`config.mk`:
```
export PLATFORM = sky130hd
export DESIGN_NAME = uart_rx_byte
export DESIGN_NICKNAME = d
export VERILOG_FILES = /design/src/rtl/uart_rx_byte.sv
export SDC_FILE = /design/constraint.sdc
export NUM_CORES = 1
export LEC_CHECK = 0
export ABC_CLOCK_PERIOD_IN_PS = 2900
export CAP_MARGIN = 20
export CORE_MARGIN = 2
export CORE_UTILIZATION = 48
export DETAILED_ROUTE_END_ITERATION = 12
export HOLD_SLACK_MARGIN = 0.15
export PLACE_DENSITY = 0.69
export SLEW_MARGIN = 20
export SYNTH_ARGS = -nofsm -noshare
export SYNTH_HDL_FRONTEND = slang
export SYNTH_SLANG_ARGS = --single-unit
```
`constraint.sdc`:
```
create_clock -name clk -period 2.9 [get_ports clk]
set_input_delay 0.58 -clock clk [delete_from_list [all_inputs] [get_ports clk]]
set_output_delay 0.58 -clock clk [all_outputs]
set_load 0.005 [all_outputs]
```
`src/rtl/uart_rx_byte.sv`:
```
// uart_rx_byte: 8N1 UART byte receiver, LSB first, mid-bit sampling, bit period CLK_DIV+1 clk cycles.
// Ports: clk (clock), rst (sync active-high reset), rx (serial line, idle high),
//        data (last correctly framed byte), valid (1-cycle pulse, data updated),
//        frame_err (1-cycle pulse, stop bit low), busy (high in START/DATA/STOP).
// Option: define UART_RX_SYNC_EN to pass rx through a 2-flop synchronizer (+2 cycles latency).
module uart_rx_byte #(
    parameter int CLK_DIV = 8
) (
    input  logic       clk,
    input  logic       rst,
    input  logic       rx,
    output logic [7:0] data,
    output logic       valid,
    output logic       frame_err,
    output logic       busy
);
    typedef enum logic [2:0] {WAIT_HIGH, IDLE, START, DATA, STOP} state_t;
    localparam logic [7:0] HALF = 8'(CLK_DIV / 2);
    localparam logic [7:0] FULL = 8'(CLK_DIV);
    state_t     state;
    logic [7:0] cnt;
    logic [7:0] sh;
    logic [2:0] idx;
    logic       rx_s;
    logic       sync_ok;
`ifdef UART_RX_SYNC_EN
    logic       s1, s2;
    logic [1:0] fill;
    // The synchronizer resets to 1, so its first two outputs after reset are
    // not the line; WAIT_HIGH ignores them until fill shows the pipe holds real samples.
    always_ff @(posedge clk) begin
        if (rst) begin
            s1   <= 1'b1;
            s2   <= 1'b1;
            fill <= 2'b00;
        end else begin
            s1   <= rx;
            s2   <= s1;
            fill <= {fill[0], 1'b1};
        end
    end
    assign rx_s    = s2;
    assign sync_ok = fill[1];
`else
    assign rx_s    = rx;
    assign sync_ok = 1'b1;
`endif
    assign busy = (state == START) || (state == DATA) || (state == STOP);
    always_ff @(posedge clk) begin
        if (rst) begin
            state     <= WAIT_HIGH;
            data      <= 8'h00;
            valid     <= 1'b0;
            frame_err <= 1'b0;
            cnt       <= 8'h00;
            sh        <= 8'h00;
            idx       <= 3'd0;
        end else begin
            valid     <= 1'b0;
            frame_err <= 1'b0;
            case (state)
                WAIT_HIGH: if (rx_s && sync_ok) state <= IDLE;
                IDLE: if (!rx_s) begin
                    cnt   <= HALF;
                    state <= START;
                end
                default: if (cnt != 8'h00) begin
                    cnt <= cnt - 8'h01;
                end else begin
                    cnt <= FULL;
                    case (state)
                        START: begin
                            state <= rx_s ? IDLE : DATA;
                            idx   <= 3'd0;
                        end
                        DATA: begin
                            sh  <= {rx_s, sh[7:1]};
                            idx <= idx + 3'd1;
                            if (idx == 3'd7) state <= STOP;
                        end
                        STOP: begin
                            // Back to IDLE at mid-stop-bit so a following start edge is never missed.
                            if (rx_s) begin
                                data  <= sh;
                                valid <= 1'b1;
                                state <= IDLE;
                            end else begin
                                frame_err <= 1'b1;
                                state     <= WAIT_HIGH;
                            end
                        end
                        default: state <= WAIT_HIGH;
                    endcase
                end
            endcase
        end
    end
endmodule

```
==> results of run 1 <==
-- tightest hold or removal path: stages, from the launching register on --
cell and delay, ns:
dfxtp_1 0.32, nand2_1 0.05, a21oi_1 0.05
-- power by group --
group	total [W]	internal [W]	switching, W
clock	0.000330	0.000181	0.000149
combinational	0.000105	0.0000444	0.0000606
sequential	0.000466	0.000449	0.0000171
-- routing by layer --
| metal | share of wire [%] | track usage, % | vias to the layer above |
|---|---|---|---|
| li1 | - | - | 564 |
| met1 | 48 | 21.8 | 493 |
| met2 | 45 | 28.4 | 16 |
| met3 | 4.2 | 7.81 | 8 |
| met4 | 2.5 | 9.63 | 0 |
| met5 | 0 | 0 | - |
-- kinds of logic (layout without fill, tap and decap cells) --
kind of cell | after synthesis | count (layout)
AO/OA/AOI/OAI | 28 | 28
buffers and inverters | 13 | 29
flip-flops | 32 | 32
AND/OR/NAND/NOR | 58 | 58
XOR/XNOR | 1 | 1
adder cells (fa/ha/maj) | 4 | 4
multiplexers | 17 | 17
-- through the flow --
stage	worst slack, ns	cell area, um^2	cells	power (W)	hold WS [ns]
6_report	0.556	1640	200	0.000901	0.473
5_1_grt	0.431	1640	200	0.000943	0.513
4_1_cts	0.548	1640	200	0.000909	0.476
3_5_place_dp	0.688	1570	192	0.000580	0.464
3_3_place_gp	0.741	1570	192	0.000577	0.442
2_1_floorplan	1.22	1410	153	0.000554	0.436
-- how the worst max path moves through the flow --
stage / slack [ns] / end / startpoint / cells past startpoint
finish: 0.56 / busy / state[0]$_SDFFE_PP0P_ / 3
global route: 0.43 / busy / state[0]$_SDFFE_PP0P_ / 3
CTS: 0.55 / busy / state[0]$_SDFFE_PP0P_ / 3
detailed placement: 0.69 / data[7]$_SDFFE_PP0P_ / rx / 4
global placement: 0.74 / data[7]$_SDFFE_PP0P_ / rx / 4
floorplan: 1.22 / state[2]$_SDFFE_PP0P_ / cnt[0]$_SDFFE_PP0P_ / 6
-- cell type report --
class | count | area [um^2]
inverters | 6 | 22.5
multi-input cells | 108 | 719
clock buffers | 6 | 41.3
repair buffers | 15 | 145
fillers | 259 | 1140
clock inverters | 2 | 35.0
well taps | 31 | 38.8
flip-flops and latches | 32 | 641
-- placed cells by master, fill, tap and decap left out, types with 3 or more instances in the layout --
master / n
a21oi_1: 13
clkbuf_4: 5
clkdlybuf4s50_1: 13
dfxtp_1: 32
ha_1: 4
inv_1: 6
mux2i_1: 17
nand2_1: 11
nand3_1: 3
nor2_1: 25
o21ai_0: 3
or2_2: 3
-- registers in the layout, indices dropped and copies added, names as in the netlist --
signal,count
state,3
sh,8
data,8
cnt,8
idx,3
frame_err,1
valid,1
==> flow_metrics.env, run 1 <==
export IMPL_status="complete, no violations"
export IMPL_cts_root_buffer="clkbuf_4"
export IMPL_port_buffers=13
export IMPL_synth_commonest_cells="dfxtp_1, nor2_1, mux2i_1"
export IMPL_worstHoldStart="idx[2]$_SDFFE_PP0P_"
export IMPL_period_share_pct=80.8
export IMPL_overflow=0
export IMPL_muxShareOfSynthArea_pct=12.1
export IMPL_synth_top_area_share_pct=45.4
export IMPL_crit_required_ns=2.32
export IMPL_clk_pin_slew_ns=0.09
export IMPL_cts_resized_gates=0
export IMPL_cts_htree_levels=2
export IMPL_cts_hold_buf=0
export IMPL_p_leak_nw=0.736
export IMPL_syn2layout_area_growth_pct=16.5
export IMPL_worstMarginPinSlew_ns=0.657
export IMPL_grt_pass1_vias=1044
export IMPL_path_cells="nor3b_1, a21o_1, clkdlybuf4s50_1"
export IMPL_rsz0062_at_grt="no"
export IMPL_synth_top_family_by_area="simple AND/OR/NAND/NOR gates"
export IMPL_die_area_mm2=0.00339
export IMPL_synthSimpleGateAreaFrac_pct=22.3
export IMPL_cp_max_fo=10
export IMPL_io_pins=14
export IMPL_end_kind="output pin"
export IMPL_grt_use_total_pct=18.4
export IMPL_grt_first_pass_wirelength_mm=4.57
export IMPL_cp_num_buf_inv=1
export IMPL_powerDensity_mw_per_mm2=548
export IMPL_synth_xor_area_share_pct=0.621
export IMPL_start_util_pct=50.7
export IMPL_antenna_found_initial=0
export IMPL_synth_ff_type="dfxtp_1"
export IMPL_drtIter0Drc=24
export IMPL_diodes=0
export IMPL_wl_mm=2.55
export IMPL_clock_latency_ns=0.34
export IMPL_die_h_um=58.2
export IMPL_critPathSlowestCell="clkdlybuf4s50_1"
export IMPL_core_area_mm2=0.00278
export IMPL_post_cts_setup_buffers=0
export IMPL_cap_violations=0
export IMPL_fin_skew_ns=0.0132
export IMPL_synth_cell_types=35
export IMPL_synth_compound_area_share_pct=12.5
export IMPL_cp_arrival_ns=1.76
export IMPL_synthTopCellsByArea="dfxtp_1, mux2i_1, nor2_1"
export IMPL_fin_tns_setup_ns=0
export IMPL_die_w_um=58.2
export IMPL_drive_gt1_share_pct=10.1
export IMPL_clkSinkCount=32
export IMPL_whs_path_depth=2
export IMPL_synth_warnings=0
export IMPL_slowest_delay_ns=0.52
export IMPL_min_path_type="flip-flop to flip-flop"
export IMPL_avgSynthCellArea_um2=9.22
export IMPL_cts_tree="done"
export IMPL_setup_viol=0
export IMPL_gp_congestion=0.773
export IMPL_row_count=19
export IMPL_relSlewSlack_pct=55.8
export IMPL_worst_r2r_startpoint="cnt[0]$_SDFFE_PP0P_"
export IMPL_synthAdderAreaFrac_pct=3.55
export IMPL_yosysMostFrequentCell="dfxtp_1"
export IMPL_nNetsFinal=175
export IMPL_clockBufferDepth=2
export IMPL_synth_area_mm2=0.00141
export IMPL_min_to="idx[2]$_SDFFE_PP0P_"
export IMPL_grt_start_max_net_pins=15
export IMPL_seq_area_frac_synth_pct=45.4
export IMPL_drt_wirelength_per_cell_um=12.8
export IMPL_synthArstFlopShare_pct=0
export IMPL_start_kind="flip-flop"
export IMPL_fmax_mhz=427
export IMPL_synth_seq_cells=32
export IMPL_crit_type="flip-flop to output pin"
export IMPL_vias_per_cell=5.41
export IMPL_post_route_min_period_ns=2.34
export IMPL_critPathTopFamily="buffers and inverters"
export IMPL_reg2regPathDepth=6
export IMPL_synthCells=153
export IMPL_place_hpwl_mm=1.81
export IMPL_drcViolationCount=0
export IMPL_hold_viol_final=0
export IMPL_fin_util_pct=59.1
export IMPL_syn_nets=160
export IMPL_rrSetupSlack_ns=0.81
export IMPL_ir_drop_uv=681
export IMPL_drv_slew=0
export IMPL_antenna_left=0
export IMPL_vias=1081
export IMPL_yosysTopAreaCell="dfxtp_1"
export IMPL_worstReg2RegEnd="data[7]$_SDFFE_PP0P_"
export IMPL_dr_pass1_iters=4
export IMPL_cts_buffers=5
export IMPL_synth_edf_count=0
Power figures use the tool's default switching activity.
==> inputs of run 2 (changes only) <==
--- a/config.mk
+++ b/config.mk
@@ -5,13 +5,13 @@
 export SDC_FILE = /design/constraint.sdc
 export NUM_CORES = 1
 export LEC_CHECK = 0
-export ABC_CLOCK_PERIOD_IN_PS = 2900
+export ABC_CLOCK_PERIOD_IN_PS = 2100
 export CAP_MARGIN = 20
 export CORE_MARGIN = 2
 export CORE_UTILIZATION = 48
 export DETAILED_ROUTE_END_ITERATION = 12
 export HOLD_SLACK_MARGIN = 0.15
-export PLACE_DENSITY = 0.69
+export PLACE_DENSITY = 0.72
 export SLEW_MARGIN = 20
 export SYNTH_ARGS = -nofsm -noshare
 export SYNTH_HDL_FRONTEND = slang
==> constraint.sdc (replaced) <==
create_clock -name clk -period 2.1 [get_ports clk]
set_input_delay 0.42 -clock clk [delete_from_list [all_inputs] [get_ports clk]]
set_output_delay 0.42 -clock clk [all_outputs]
set_load 0.005 [all_outputs]
==> flow_metrics.env, run 2 (synthesis results as in run 1) <==
export IMPL_cap_violations=0
export IMPL_cts_htree_levels=2
export IMPL_clock_latency_ns=0.34
export IMPL_grt_first_pass_wirelength_mm=4.64
export IMPL_place_ws_ns=0.126
export IMPL_core_area_mm2=0.00278
export IMPL_reg_largest_list="cnt x8, data x8, sh x8"
export IMPL_drt_wirelength_per_cell_um=13.2
export IMPL_dp_cells=197
export IMPL_cts_buffers=5
export IMPL_period_share_pct=93.6
export IMPL_syn2layout_area_growth_pct=21.3
export IMPL_end_kind="output pin"
export IMPL_cts_hold_buf=0
export IMPL_post_route_min_period_ns=1.96
export IMPL_crit_type="flip-flop to output pin"
export IMPL_powerDensity_mw_per_mm2=751
export IMPL_setup_ws_ns=0.135
export IMPL_critPathTopFamily="buffers and inverters"
export IMPL_endpoint="busy"
export IMPL_row_count=19
export IMPL_worst_r2r_startpoint="cnt[0]$_SDFFE_PP0P_"
export IMPL_clockBufferDepth=2
export IMPL_clkSinkCount=32
export IMPL_die_area_mm2=0.00339
export IMPL_min_path_type="flip-flop to flip-flop"
export IMPL_drv_slew=0
export IMPL_status="complete, no violations"
export IMPL_worstMarginPinSlew_ns=0.551
export IMPL_cp_arrival_ns=1.54
export IMPL_overflow=0
export IMPL_io_pins=14
export IMPL_final_cell_mix="dfxtp_1, nor2_1, mux2i_1, a21oi_1, clkdlybuf4s50_1"
export IMPL_vias=1124
export IMPL_ir_drop_uv=519
export IMPL_cp_startpoint="state[1]$_SDFFE_PP0P_"
export IMPL_start_kind="flip-flop"
export IMPL_die_w_um=58.2
export IMPL_fin_skew_ns=0.00743
export IMPL_nNetsFinal=183
export IMPL_grt_use_total_pct=18.2
export IMPL_relSlewSlack_pct=63.2
export IMPL_drtIter0Drc=21
export IMPL_place_hpwl_mm=1.87
export IMPL_fin_tns_setup_ns=0
export IMPL_final_cells=208
export IMPL_port_buffers=13
export IMPL_drive_gt1_share_pct=15.8
export IMPL_antenna_found_initial=0
export IMPL_crit_required_ns=1.68
export IMPL_rsz0062_at_grt="no"
export IMPL_vias_per_cell=5.40
export IMPL_grt_start_max_net_pins=20
export IMPL_start_util_pct=50.7
export IMPL_worstReg2RegEnd="cnt[7]$_SDFFE_PP0P_"
export IMPL_die_h_um=58.2
export IMPL_critPathSlowestCell="clkdlybuf4s50_1"
export IMPL_path_cells="nor3b_2, a21o_1, clkdlybuf4s50_1"
export IMPL_fmax_mhz=509
export IMPL_slowest_delay_ns=0.49
export IMPL_drcViolationCount=0
export IMPL_grt_pass1_vias=1055
export IMPL_dr_pass1_iters=4
export IMPL_diodes=0
export IMPL_reg2regPathDepth=6
export IMPL_hold_viol_final=0
export IMPL_cts_tree="done"
export IMPL_p_leak_nw=0.777
export IMPL_cts_root_buffer="clkbuf_4"
export IMPL_gp_congestion=0.762
export IMPL_cp_num_buf_inv=1
export IMPL_fillers=251
export IMPL_setup_viol=0
export IMPL_cp_max_fo=11
export IMPL_fin_util_pct=61.5
export IMPL_wl_mm=2.74
export IMPL_final_common_cell="dfxtp_1"
export IMPL_antenna_left=0
export IMPL_crit_cells=3
export IMPL_rrSetupSlack_ns=0.18
export IMPL_clk_pin_slew_ns=0.09
==> run 2: what timing repair did <==
item,CTS,global route
pin swaps,0,1
gates resized for setup,1,2
setup buffers,0,3
setup endpoints to repair,1,2
==> run 2: layer usage <==
| layer | global-route usage [%] | vias to the layer above | wire length (um) |
|---|---|---|---|
| met4 | 7.97 | 0 | 50 |
| met1 | 21.0 | 518 | 1230 |
| met5 | 0 | - | 0 |
| met3 | 6.25 | 7 | 114 |
| met2 | 30.7 | 22 | 1340 |
| li1 | - | 577 | - |
==> run 2: worst min-delay path by stage <==
| stage | to | cells past startpoint | start | slack, ns |
|---|---|---|---|---|
| after global placement | idx[1]$_SDFFE_PP0P_ | 2 | idx[1]$_SDFFE_PP0P_ | 0.44 |
| after detailed placement | idx[1]$_SDFFE_PP0P_ | 2 | idx[1]$_SDFFE_PP0P_ | 0.45 |
| after CTS | idx[1]$_SDFFE_PP0P_ | 2 | idx[1]$_SDFFE_PP0P_ | 0.47 |
| after floorplan | idx[1]$_SDFFE_PP0P_ | 2 | idx[1]$_SDFFE_PP0P_ | 0.44 |
| after global routing | idx[1]$_SDFFE_PP0P_ | 2 | idx[1]$_SDFFE_PP0P_ | 0.49 |
| final | idx[1]$_SDFFE_PP0P_ | 2 | idx[1]$_SDFFE_PP0P_ | 0.47 |
==> run 2: layout make-up <==
class / instances / area (um^2) / share of cell area, %
clock buffer: 6 / 41.3 / 2.41
clock inverter: 2 / 35.0 / 2.05
inverter: 6 / 22.5 / 1.32
multi-input combinational: 108 / 724 / 42.4
sequential: 32 / 643 / 37.6
tap: 31 / 38.8 / 2.27
timing repair buffer: 23 / 205 / 12.0
==> run 2: per-stage QoR <==
step,area [um^2],power (W),hold WS (ns)
after floorplan,1410,0.000765,0.436
after global placement,1600,0.000814,0.442
final,1710,0.00128,0.467
after CTS,1690,0.00128,0.467
after detailed placement,1600,0.000819,0.453
after global routing,1710,0.00134,0.490
==> run 2: worst register-to-register path: stages, from the launching register on <==
cell and delay (ns):
dfxtp_1 0.37, inv_1 0.10, ha_1 0.22, nor4b_4 0.14, a21oi_2 0.46, or3b_1 0.41, a31oi_1 0.15
==> run 2: power breakdown <==
| group | switching, W | internal (W) | leakage, nW |
|---|---|---|---|
| Clock | 0.000212 | 0.000249 | 0.0422 |
| Combinational | 0.0000960 | 0.0000873 | 0.475 |
| Sequential | 0.0000200 | 0.000620 | 0.259 |
| Total | 0.000328 | 0.000957 | 0.777 |
==> inputs of run 3 (changes only) <==
--- a/config.mk
+++ b/config.mk
@@ -8,10 +8,10 @@
 export ABC_CLOCK_PERIOD_IN_PS = 2100
 export CAP_MARGIN = 20
 export CORE_MARGIN = 2
-export CORE_UTILIZATION = 48
+export CORE_UTILIZATION = 49
 export DETAILED_ROUTE_END_ITERATION = 12
 export HOLD_SLACK_MARGIN = 0.15
-export PLACE_DENSITY = 0.72
+export PLACE_DENSITY = 0.73
 export SLEW_MARGIN = 20
 export SYNTH_ARGS = -nofsm -noshare
 export SYNTH_HDL_FRONTEND = slang
==> flow_metrics.env, run 3 (synthesis results as in run 1) <==
export IMPL_die_w_um=57.6
export IMPL_clockBufferDepth=2
export IMPL_final_common_cell="dfxtp_1"
export IMPL_fin_tns_setup_ns=0
export IMPL_grt_first_pass_wirelength_mm=4.62
export IMPL_fin_skew_ns=0.0164
export IMPL_powerDensity_mw_per_mm2=703
export IMPL_clk_pin_slew_ns=0.11
export IMPL_start_kind="flip-flop"
export IMPL_vias=1103
export IMPL_vias_per_cell=5.38
export IMPL_cts_root_buffer="clkbuf_4"
export IMPL_relSlewSlack_pct=68.1
export IMPL_die_h_um=57.6
export IMPL_crit_type="flip-flop to output pin"
export IMPL_cts_hold_buf=0
export IMPL_fmax_mhz=501
export IMPL_row_count=19
export IMPL_worstMarginPinSlew_ns=0.478
export IMPL_diodes=0
export IMPL_drt_wirelength_per_cell_um=12.8
export IMPL_p_leak_nw=0.751
export IMPL_power_frac_comb_pct=13.9
export IMPL_endpoint="busy"
export IMPL_status="complete, no violations"
export IMPL_post_cts_setup_buffers=0
export IMPL_netSwitchingFraction_pct=27.5
export IMPL_seqPwrFrac_pct=54.4
export IMPL_cp_max_fo=10
export IMPL_start_util_pct=51.6
export IMPL_nNetsFinal=180
export IMPL_wl_mm=2.62
export IMPL_core_area_mm2=0.00273
export IMPL_cap_violations=0
export IMPL_antenna_found_initial=0
export IMPL_final_cell_mix="dfxtp_1, nor2_1, mux2i_1, a21oi_1, clkdlybuf4s50_1"
export IMPL_grt_pass1_vias=1078
export IMPL_dr_pass1_iters=4
export IMPL_rrSetupSlack_ns=0.22
export IMPL_drive_gt1_share_pct=14.4
export IMPL_syn2layout_area_growth_pct=19.2
export IMPL_pwr_share_clk_pct=31.7
export IMPL_post_route_min_period_ns=2.00
export IMPL_min_path_type="flip-flop to flip-flop"
export IMPL_cp_startpoint="state[0]$_SDFFE_PP0P_"
export IMPL_antenna_left=0
export IMPL_drcViolationCount=0
export IMPL_gp_congestion=0.776
export IMPL_cts_buffers=5
export IMPL_cp_arrival_ns=1.58
export IMPL_end_kind="output pin"
export IMPL_rsz0062_at_grt="no"
export IMPL_place_hpwl_mm=1.86
export IMPL_fillers=222
export IMPL_port_buffers=13
export IMPL_die_area_mm2=0.00332
export IMPL_drv_slew=0
export IMPL_crit_required_ns=1.68
export IMPL_cts_htree_levels=2
export IMPL_worst_r2r_startpoint="cnt[0]$_SDFFE_PP0P_"
export IMPL_cts_resized_gates=1
export IMPL_p_total_w=0.00118
export IMPL_reg_largest_list="cnt x8, data x8, sh x8"
export IMPL_reg2regPathDepth=6
export IMPL_ir_drop_uv=535
export IMPL_setup_viol=0
export IMPL_hold_viol_final=0
export IMPL_drtIter0Drc=16
export IMPL_internal_power_w=0.000857
export IMPL_grt_start_max_net_pins=17
export IMPL_overflow=0
export IMPL_grt_use_total_pct=18.0
export IMPL_worstReg2RegEnd="state[2]$_SDFFE_PP0P_"
export IMPL_period_share_pct=95.1
export IMPL_netSwitchingPower_w=0.000324
export IMPL_clkSinkCount=32
export IMPL_clock_latency_ns=0.33
export IMPL_cts_tree="done"
export IMPL_io_pins=14
## run 3: changes by cell type in the layout (fill, tap and decap cells not counted), sizes merged
cell	change
buf	-3
clkinv	-1
bufinv	-1
clkbuf	+1
clkinvlp	+1
## run 3: power by group through the flow
stage | sequential (W) | combinational (W) | clock (W)
after floorplan | 0.000646 | 0.000120 | 0
after global placement | 0.000653 | 0.000158 | 0
after detailed placement | 0.000654 | 0.000161 | 0
after CTS | 0.000641 | 0.000163 | 0.000384
after global routing | 0.000646 | 0.000181 | 0.000414
final | 0.000643 | 0.000164 | 0.000374
## run 3: how the worst min path moves through the flow
| stage | from | end | depth (start not counted) | slack, ns |
|---|---|---|---|---|
| after floorplan | idx[1]$_SDFFE_PP0P_ | idx[1]$_SDFFE_PP0P_ | 2 | 0.44 |
| after global placement | idx[2]$_SDFFE_PP0P_ | idx[2]$_SDFFE_PP0P_ | 2 | 0.45 |
| after detailed placement | idx[2]$_SDFFE_PP0P_ | idx[2]$_SDFFE_PP0P_ | 2 | 0.46 |
| after CTS | idx[2]$_SDFFE_PP0P_ | idx[2]$_SDFFE_PP0P_ | 2 | 0.47 |
| after global routing | idx[1]$_SDFFE_PP0P_ | idx[1]$_SDFFE_PP0P_ | 2 | 0.51 |
| final | idx[2]$_SDFFE_PP0P_ | idx[2]$_SDFFE_PP0P_ | 2 | 0.47 |
## run 3: cell type report
class / instances / area (um^2) / share of cell area [%]
Clock buffer: 7 / 55.1 / 3.28
Clock inverter: 1 / 7.51 / 0.447
Inverter: 6 / 22.5 / 1.34
Multi-Input combinational cell: 108 / 731 / 43.5
Sequential cell: 32 / 643 / 38.3
Tap cell: 31 / 38.8 / 2.31
Timing Repair Buffer: 20 / 183 / 10.9
## run 3: worst max-delay path, cell delays in order (launching register included)
cell and delay [ns]:
dfxtp_2 0.40, nor3b_4 0.24, a21o_1 0.11, clkdlybuf4s50_1 0.50
## run 3: per-stage QoR
step | hold WS, ns | std cells | utilization, % | instance area [um^2] | setup slack, ns
after floorplan | 0.436 | 153 | - | 1410 | 0.420
after global placement | 0.451 | 197 | 58.7 | 1600 | 0.297
after detailed placement | 0.456 | 197 | 58.7 | 1600 | 0.228
after CTS | 0.471 | 205 | 61.1 | 1670 | 0.0119
after global routing | 0.505 | 205 | 61.5 | 1680 | 0.00727
final | 0.469 | 205 | 61.5 | 1680 | 0.103
## run 3: metal layers
layer  share of wire (%)  vias up  global-route usage (%)
li1                    -      573                       -
met1                  47      504                    22.9
met2                  46       21                    27.8
met3                 4.7        5                    6.47
met4                 1.6        0                    7.64
met5                   0        -                       0
